### src/rtl/puck_pixel_gen.sv
// puck_pixel_gen: air-hockey game state and pixel generator for a 640x480 VGA
// pipeline. Consumes the timing generator's pixel tick, video_on and x/y
// counters; owns paddles, puck, scores and the serve/play/scored/over FSM.
//
// Ports:
//   clk, reset          system clock, asynchronous active-high reset
//   p_tick              one-clk pixel enable from the timing generator
//   video_on            high inside the visible area
//   x, y                current pixel column / row
//   btn_l_up/btn_l_dn   left paddle controls (synchronised, debounced)
//   btn_r_up/btn_r_dn   right paddle controls
//   rgb                 registered {R,G,B} 4:4:4 pixel colour
//   frame_tick          one-clk pulse at the start of vertical blanking
//   score_l, score_r    player scores for the seven-segment block
//   game_over           high once a player reaches the winning score
module puck_pixel_gen #(
  parameter int H_DISP         = 640,
  parameter int V_DISP         = 480,
  parameter int WALL_T         = 8,
  parameter int PUCK_SIZE      = 8,
  parameter int PUCK_SPEED     = 2,
  parameter int PADDLE_W       = 8,
  parameter int PADDLE_H       = 64,
  parameter int PADDLE_STEP    = 4,
  parameter int LEFT_PADDLE_X  = 16,
  parameter int RIGHT_PADDLE_X = 616,
  parameter int SERVE_FRAMES   = 60,
  parameter int WIN_SCORE      = 9
) (
  input  logic        clk,
  input  logic        reset,
  input  logic        p_tick,
  input  logic        video_on,
  input  logic [9:0]  x,
  input  logic [9:0]  y,
  input  logic        btn_l_up,
  input  logic        btn_l_dn,
  input  logic        btn_r_up,
  input  logic        btn_r_dn,
  output logic [11:0] rgb,
  output logic        frame_tick,
  output logic [3:0]  score_l,
  output logic [3:0]  score_r,
  output logic        game_over
);

  localparam logic [9:0] C_H      = 10'(H_DISP);
  localparam logic [9:0] C_V      = 10'(V_DISP);
  localparam logic [9:0] C_WALL   = 10'(WALL_T);
  localparam logic [9:0] C_SIZE   = 10'(PUCK_SIZE);
  localparam logic [9:0] C_SPEED  = 10'(PUCK_SPEED);
  localparam logic [9:0] C_PW     = 10'(PADDLE_W);
  localparam logic [9:0] C_PH     = 10'(PADDLE_H);
  localparam logic [9:0] C_STEP   = 10'(PADDLE_STEP);
  localparam logic [9:0] C_LX     = 10'(LEFT_PADDLE_X);
  localparam logic [9:0] C_RX     = 10'(RIGHT_PADDLE_X);
  localparam logic [9:0] C_PAD_MAX = 10'(V_DISP - WALL_T - PADDLE_H);
  localparam logic [9:0] C_PX0    = 10'((H_DISP - PUCK_SIZE) / 2);
  localparam logic [9:0] C_PY0    = 10'((V_DISP - PUCK_SIZE) / 2);
  localparam logic [9:0] C_PAD0   = 10'((V_DISP - PADDLE_H) / 2);
  localparam logic [7:0] C_SERVE_LAST = 8'(SERVE_FRAMES - 1);
  localparam logic [3:0] C_WIN    = 4'(WIN_SCORE);

  typedef enum logic [1:0] {SERVE, PLAY, SCORED, OVER} state_t;

  state_t      state, state_nx;
  logic [9:0]  px, py, px_nx, py_nx;
  logic        dx, dy, dx_nx, dy_nx;   // 1 = increasing coordinate
  logic [9:0]  lpy, rpy, lpy_nx, rpy_nx;
  logic [3:0]  score_l_nx, score_r_nx;
  logic [7:0]  serve_cnt, serve_cnt_nx;
  logic        left_scored, left_scored_nx;
  logic [11:0] pix;

  // Clamp is checked before the add/subtract so the position never wraps.
  function automatic logic [9:0] paddle_next(input logic [9:0] p,
                                             input logic up,
                                             input logic dn);
    logic [9:0] r;
    r = p;
    if (up && !dn)
      r = (p >= C_WALL + C_STEP) ? p - C_STEP : C_WALL;
    else if (dn && !up)
      r = (p + C_STEP <= C_PAD_MAX) ? p + C_STEP : C_PAD_MAX;
    return r;
  endfunction

  function automatic logic overlap(input logic [9:0] p, input logic [9:0] pad);
    return (p + C_SIZE > pad) && (p < pad + C_PH);
  endfunction

  always_comb begin
    state_nx       = state;
    px_nx          = px;
    py_nx          = py;
    dx_nx          = dx;
    dy_nx          = dy;
    lpy_nx         = lpy;
    rpy_nx         = rpy;
    score_l_nx     = score_l;
    score_r_nx     = score_r;
    serve_cnt_nx   = serve_cnt;
    left_scored_nx = left_scored;

    if (state != OVER) begin
      lpy_nx = paddle_next(lpy, btn_l_up, btn_l_dn);
      rpy_nx = paddle_next(rpy, btn_r_up, btn_r_dn);
    end

    case (state)
      SERVE: begin
        if (serve_cnt == C_SERVE_LAST) begin
          serve_cnt_nx = '0;
          state_nx     = PLAY;
        end else begin
          serve_cnt_nx = serve_cnt + 8'd1;
        end
      end
      PLAY: begin
        if (!dx && px <= C_SPEED) begin
          left_scored_nx = 1'b0;
          state_nx       = SCORED;
        end else if (dx && px + C_SIZE >= C_H - C_SPEED) begin
          left_scored_nx = 1'b1;
          state_nx       = SCORED;
        end else begin
          // Paddle and wall flips are independent, so a corner flips both.
          if (!dx && px >= C_LX && px <= C_LX + C_PW && overlap(py, lpy))
            dx_nx = 1'b1;
          if (dx && px + C_SIZE >= C_RX && px + C_SIZE <= C_RX + C_PW && overlap(py, rpy))
            dx_nx = 1'b0;
          if (!dy && py <= C_WALL + C_SPEED)
            dy_nx = 1'b1;
          if (dy && py + C_SIZE >= C_V - C_WALL - C_SPEED)
            dy_nx = 1'b0;
          px_nx = dx_nx ? px + C_SPEED : px - C_SPEED;
          py_nx = dy_nx ? py + C_SPEED : py - C_SPEED;
        end
      end
      SCORED: begin
        if (left_scored) begin
          score_l_nx = score_l + 4'd1;
          dx_nx      = 1'b1;
        end else begin
          score_r_nx = score_r + 4'd1;
          dx_nx      = 1'b0;
        end
        if (score_l_nx == C_WIN || score_r_nx == C_WIN) begin
          dx_nx    = dx;
          state_nx = OVER;
        end else begin
          px_nx    = C_PX0;
          py_nx    = C_PY0;
          state_nx = SERVE;
        end
      end
      OVER: ;
      default: state_nx = SERVE;
    endcase
  end

  always_comb begin
    pix = '0;
    if (video_on) begin
      if (x >= px && x < px + C_SIZE && y >= py && y < py + C_SIZE)
        pix = 12'h0F0;
      else if (x >= C_LX && x < C_LX + C_PW && y >= lpy && y < lpy + C_PH)
        pix = 12'h00F;
      else if (x >= C_RX && x < C_RX + C_PW && y >= rpy && y < rpy + C_PH)
        pix = 12'hF00;
      else if (y < C_WALL || y >= C_V - C_WALL)
        pix = 12'hFFF;
    end
  end

  always_ff @(posedge clk or posedge reset) begin
    if (reset) begin
      rgb         <= '0;
      frame_tick  <= 1'b0;
      state       <= SERVE;
      px          <= C_PX0;
      py          <= C_PY0;
      dx          <= 1'b1;
      dy          <= 1'b1;
      lpy         <= C_PAD0;
      rpy         <= C_PAD0;
      score_l     <= '0;
      score_r     <= '0;
      serve_cnt   <= '0;
      left_scored <= 1'b0;
    end else begin
      frame_tick <= p_tick && (x == '0) && (y == C_V);
      if (p_tick)
        rgb <= pix;
      if (frame_tick) begin
        state       <= state_nx;
        px          <= px_nx;
        py          <= py_nx;
        dx          <= dx_nx;
        dy          <= dy_nx;
        lpy         <= lpy_nx;
        rpy         <= rpy_nx;
        score_l     <= score_l_nx;
        score_r     <= score_r_nx;
        serve_cnt   <= serve_cnt_nx;
        left_scored <= left_scored_nx;
      end
    end
  end

  assign game_over = (state == OVER);

endmodule

### config.mk
export PLATFORM = sky130hd
export DESIGN_NAME = puck_pixel_gen
export DESIGN_NICKNAME = d
export VERILOG_FILES = /design/src/rtl/puck_pixel_gen.sv
export SDC_FILE = /design/constraint.sdc
export NUM_CORES = 1
export LEC_CHECK = 0
export ABC_AREA = 1
export BUFFER_PORTS_ARGS = -buffer_cell sky130_fd_sc_hd__buf_2
export CAP_MARGIN = 5
export CORE_MARGIN = 5
export CORE_UTILIZATION = 24
export CTS_CLUSTER_DIAMETER = 40
export DETAILED_ROUTE_END_ITERATION = 8
export GPL_ROUTABILITY_DRIVEN = 0
export PLACE_DENSITY_LB_ADDON = 0.25
export SYNTH_ARGS = -nofsm -noshare
export SYNTH_HDL_FRONTEND = slang
export SYNTH_SLANG_ARGS = --single-unit
### constraint.sdc
create_clock -name clk -period 3.6 [get_ports clk]
set_input_delay 0.54 -clock clk [delete_from_list [all_inputs] [get_ports clk]]
set_output_delay 0.54 -clock clk [all_outputs]
set_load 0.005 [all_outputs]
Word-level counts from Yosys, hierarchy flattened
Cells that the tools add are included.

cells by class
  reduce and logical (&&, ||, !) cells = 50
  $lt $le $gt $ge = 30
  bitwise logic cells = 2
  muxes and demuxes = 50
  equal/unequal tests = 13
  add/subtract/negate cells = 15

operator list
  kind                     number
  $mux W10                 16
  $lt A10 B10 Y1           6
  $mux W12                 5
  $ge A10 B10 Y1           4
  $pmux W10 S2             2
  $ge A10 B10 Y1 const B   3
  $logic_and A1 B1 Y1      27
  $add A10 B2 Y10 const B  2
  $add A10 B3 Y10 const B  2
  $add A10 B4 Y10 const B  2
  $add A10 B7 Y10 const B  2
  $ge A10 B4 Y1 const B    2
  $ge A10 B5 Y1 const B    2
  $ge A10 B9 Y1 const B    2
  $gt A10 B10 Y1           2
  $le A10 B9 Y1 const B    2
  $sub A10 B2 Y10 const B  2
  $sub A10 B3 Y10 const B  2
  $mux W1                  16
  $mux W4                  4
  $eq A10 B9 Y1 const B    1
  $le A10 B10 Y1 const B   1
  $le A10 B2 Y1 const B    1
  $le A10 B4 Y1 const B    1
  27 further kinds         51

word-level totals
  register bits = 74
  output and inout bits = 22
  logic and storage cells = 173

Longest topological paths before layout
  depth in word-level cells = 13
  mapped depth = 20
  depth with buffers taken out = 20

Worst setup path after synthesis
Ideal clock, no wire load.

  path kind = register to register
  start point = register py[3]
  end point = register py[6]
  buffers on the path = 0
  data required time = 3518 ps
  arrival = 2713 ps
  cell stages (with the launch flop) = 18
  library setup time = 82 ps
  period minus slack after synthesis = 2795 ps
  slack = 805 ps
  cells stage by stage = dfstp_2 -> ha_1 -> nand3_1 -> nor2_1 -> nand2_1 -> xor2_1 -> inv_1 -> nor2_1 -> nand2_1 -> nand2_1 -> inv_1 -> ha_1 -> a21oi_1 -> nand2_1 -> a21oi_1 -> o21ai_0 -> xor2_1 -> a22oi_1

between the ends
  word-level cells in the longest chain between the ends = 11
  elaborated cells between the ends (all ways) = 16
  classes of those cells = add/sub (3); order compare (2); mux (9); reduce/logical (2)

RTL lines
  element                                                      RTL line  RTL
  from (decl)                                                  67        logic [9:0] px, py, px_nx, py_nx;
  from (signal assigned)                                       198       py <= py_nx;
  $add A10 B4 Y10 / $le A10 B4 Y1 (equally long branches)      134, 132
  $ge A10 B9 Y1 / $logic_and A1 B1 Y1 (equally long branches)  134, 132
  $logic_and A1 B1 Y1 / $mux W1 (equally long branches)        134, 132
  $mux W1                                                      134       if (dy && py + C_SIZE >= C_V - C_WALL - C_SPEED)
  $mux W1                                                      123       end else if (dx && px + C_SIZE >= C_H - C_SPEED) begin
  $mux W1                                                      120       if (!dx && px <= C_SPEED) begin
  $mux W1                                                      110       case (state)
  $mux W10 (*)                                                 137       py_nx = dy_nx ? py + C_SPEED : py - C_SPEED;
  $mux W10 (*)                                                 123
  $mux W10 (*)                                                 120
  $pmux W10 S2 (*)                                             110

Mark *: on every way between the ends. The rest lies on a longest branch, timed or not. The select of a mux whose other input is x is not followed.
A chain may end at the register's enable or synchronous reset.

Worst setup path after layout
  start point = register py[3]
  end point = register px[9]

between the ends
  word-level cells in the longest chain between the ends = 13
  elaborated cells between the ends (all ways) = 18
  classes of those cells = add/sub (1); order compare (4); mux (9); reduce/logical (4)

RTL lines
  element               RTL line  RTL
  $add A10 B4 Y10       89        return (p + C_SIZE > pad) && (p < pad + C_PH);
  $gt A10 B10 Y1        89
  $logic_and A1 B1 Y1   89
  $logic_and A1 B1 Y1   128       if (!dx && px >= C_LX && px <= C_LX + C_PW && overlap(py, lpy))
  $mux W1               128
  $mux W1 (*)           130       if (dx && px + C_SIZE >= C_RX && px + C_SIZE <= C_RX + C_PW && overlap(py, rpy))
  $mux W1 (*)           123
  $mux W1 (*)           120
  $mux W1 (*)           110
  $mux W10 (*)          136       px_nx = dx_nx ? px + C_SPEED : px - C_SPEED;
  $mux W10 (*)          123
  $mux W10 (*)          120
  $pmux W10 S2 (*)      110
  to (signal assigned)  197       px <= px_nx;
  to (decl)             67

Marked as above.

==> out/metrics.cfg <==
[power]
ir_drop_mv = 0.223
p_switching_mw = 0.663
clockPowerShare_pct = 43.5
pwr-share-comb_pct = 21.8
p_leak_nw = 4.06
power_mw = 2.07
intPower_mw = 1.41
power_density_nw_per_um2 = 262
swShare_pct = 32.0
seq_power_share_pct = 34.7

[cells_and_area]
fin_util_pct = 27.6
drive_gt1_share_pct = 11.1
area_growth_pct = 13.3
final_nets = 1180
antennaDiodeCount = 0
fin_area_um2 = 7920

[floorplan]
start_util_pct = 24.3
pin_count = 50
rows = 62
core_um2 = 28700
chipHeight_um = 181
die_x_um = 181
dieArea_um2 = 32600

[timing]
report.final.hold_viol_count = 0
worstMarginPinSlew_ns = 0.860
fin_setup_tns_ns = 0
hold_slack_ns = 0.443
finalSetupViolCount = 0
min_period_over_period_pct = 88.9
maxSlewHeadroom_pct = 42.6
skew_ns = 0.0118
period_minus_slack_ns = 3.20
finalMaxSlewViolations = 0
fmax_mhz = 312
grt_setup_unrepaired = false

[global_route]
grt_use_total_pct = 13.4
grt_pass1_wl_mm = 35.1
grt_pass1_vias = 6455
antenna_found_initial = 0
grt_max_degree = 60
grt-ovfl-total = 0

[critical_path]
reg2regPathDepth = 18
max_stage_delay_ns = 0.66
worst_setup_path_end_kind = flop
critPathMostFrequentCell = nand2_1
cp_cell_sequence = ha_1, nand3_1, nor2_1, nand2_1, xor2_1, inv_1, ha_1, nand2_1, nor3_1, nor2_1, nand2_1, nand2_1, nor2_2, nand2_2, nand2_1, nand2_1, nand3_1, o21ai_1
r2r_start = py[3]
critPathKind = reg -> reg
r2r-end = px[9]
arrival_ns = 3.43
cp.required_ns = 3.83
critPathMaxFanout = 11
regToRegSetupSlack_ns = 0.40
start_kind = flop
slowest_stage = dfstp_2

[clock_tree]
post_cts_buffers = 0
clkLatencyLatePin_ns = 0.35
holdBufCountCts = 0
cts_inserted_buffers = 9
cts_tree = done
cts.repair.resized = 0
cts_buffer_depth = 2
cts_sinks = 59
cts.htree.levels = 3
cts_root_buffer = clkbuf_16
clk_pin_slew_ns = 0.06

[synthesis]
synth_seq_area_share_pct = 21.5
synthesis.nets = 1133
ys_warn_count = 0
ys_types = 52
synthTopCellsByArea = ha_1 22%, dfrtp_1 15%, nand2_1 12%
yosysMostFrequentCell = nand2_1
avgSynthCellArea_um2 = 7.14
synthArstFlopShare_pct = 100
synth-seq-cells = 59
synth_top_cell_area_share_pct = 22.4
yosys_most_used_dff = dfrtp_1
syn_area_um2 = 6990
synth-edff-count = 0
netlist_top_cells_count = 215 x nand2_1, 130 x inv_1, 125 x ha_1
yosys.area.top_type = ha_1
synth_cells = 979

[status]
status = finished, final reports clean

[drt]
drt_wl_total_mm = 21.2
drc_errors = 0
detail-route-antenna-nets = 0
wl_per_cell_um = 14.9
viasPerCell = 4.58
drt_first_pass_iters = 4
wl_met1_mm = 10.2
dr.first_iter.drc_count = 373
vias = 6487
met3_length_um = 753
wl_met2_mm = 9.66
route.top_layer_used = met4

[placement]
place_area_um2 = 7620
hpwl_mm = 16.5
port_buffers = 49

[min_path]
hold_path.class = in -> async

[flow_run]
maxCapViolCount = 0

[cells in the final DEF (no fill, tap or decap), drive strengths merged]
master,n
a21o,3
a21oi,66
o21bai,2
and3,1
a22oi,11
nand2,220
buf,55
a21boi,3
dfrtp,41
nor4,6
a31oi,3
ha,125
clkbuf,12
inv,135
clkinv,5
o21a,7
a211oi,2
xnor2,8
nand4,27
or2,1
and2,2
o31ai,2
a221oi,1
o22ai,3
dfstp,18
o2111ai,2
nand3b,6
nor3b,1
nand2b,1
o21ai,57
nor2,86
xor2,39
fa,1
nor3,10
clkinvlp,1
bufinv,1
o211ai,4
nand3,63
[stage by stage]
step,std cells,worst slack [ns]
after floorplan,979,0.805
after global placement,1399,0.468
after detailed placement,1399,0.418
after CTS,1415,0.397
after global routing,1415,0.104
final,1415,0.399
[layer usage]
| layer | vias to the layer above | global-route usage (%) |
|---|---|---|
| li1 | 3357 | - |
| met1 | 3003 | 18.0 |
| met2 | 103 | 21.7 |
| met3 | 24 | 2.56 |
| met4 | 0 | 4.14 |
| met5 | - | 0 |
[worst max path at each step]
stage               cells after the start  slack, ns     to  start
finish                                 18       0.40  px[9]  py[3]
global route                           18       0.10  px[9]  py[3]
CTS                                    17       0.40  py[7]  py[3]
detailed placement                     17       0.42  py[7]  py[3]
global placement                       18       0.47  px[6]  py[3]
floorplan                              17       0.81  py[6]  py[3]
[final cells by class]
| class | count | area [um2] |
|---|---|---|
| fill | 3204 | 20800 |
| sequential | 59 | 1500 |
| tap | 384 | 480 |
| clock buffer | 12 | 246 |
| timing repair buffer | 55 | 290 |
| clock inverter | 4 | 51.3 |
| multi-input combinational | 763 | 4830 |
| inverter | 138 | 523 |
[flip-flops by register name (all words and copies together), names as in the netlist]
signal / count
px: 9
py: 9
lpy: 8
rpy: 8
serve_cnt: 8
score_l: 4
score_r: 4
rgb: 3
state: 2
dx: 1
dy: 1
frame_tick: 1
left_scored: 1
[power by group through the flow]
stage	combinational [mW]	sequential, mW	clock (mW)
global placement	0.449	0.730	0
finish	0.451	0.718	0.902
CTS	0.455	0.718	0.936
detailed placement	0.453	0.729	0
floorplan	0.317	0.722	0
global route	0.529	0.723	0.961
[cells by family (layout without fill, tap and decap cells)]
kind of cell,after synthesis,in the layout,share of synthesized area [%]
fa+ha+maj,126,126,22.7
xor+xnor,47,47,5.89
simple gates,424,424,26.9
buf+inv,157,209,9.46
compound gates,166,166,13.6
flops,59,59,21.5
[critical path: cells and delay by family, from the launching register on]
family	cells	cell delay, ns
buffers and inverters	1	0.12
AND/OR/NAND/NOR	13	1.56
flip-flops	1	0.66
AO/OA/AOI/OAI	1	0.06
adder cells (fa/ha/maj)	2	0.49
XOR/XNOR	1	0.19
No activity file was read; power rests on OpenSTA's default activity.
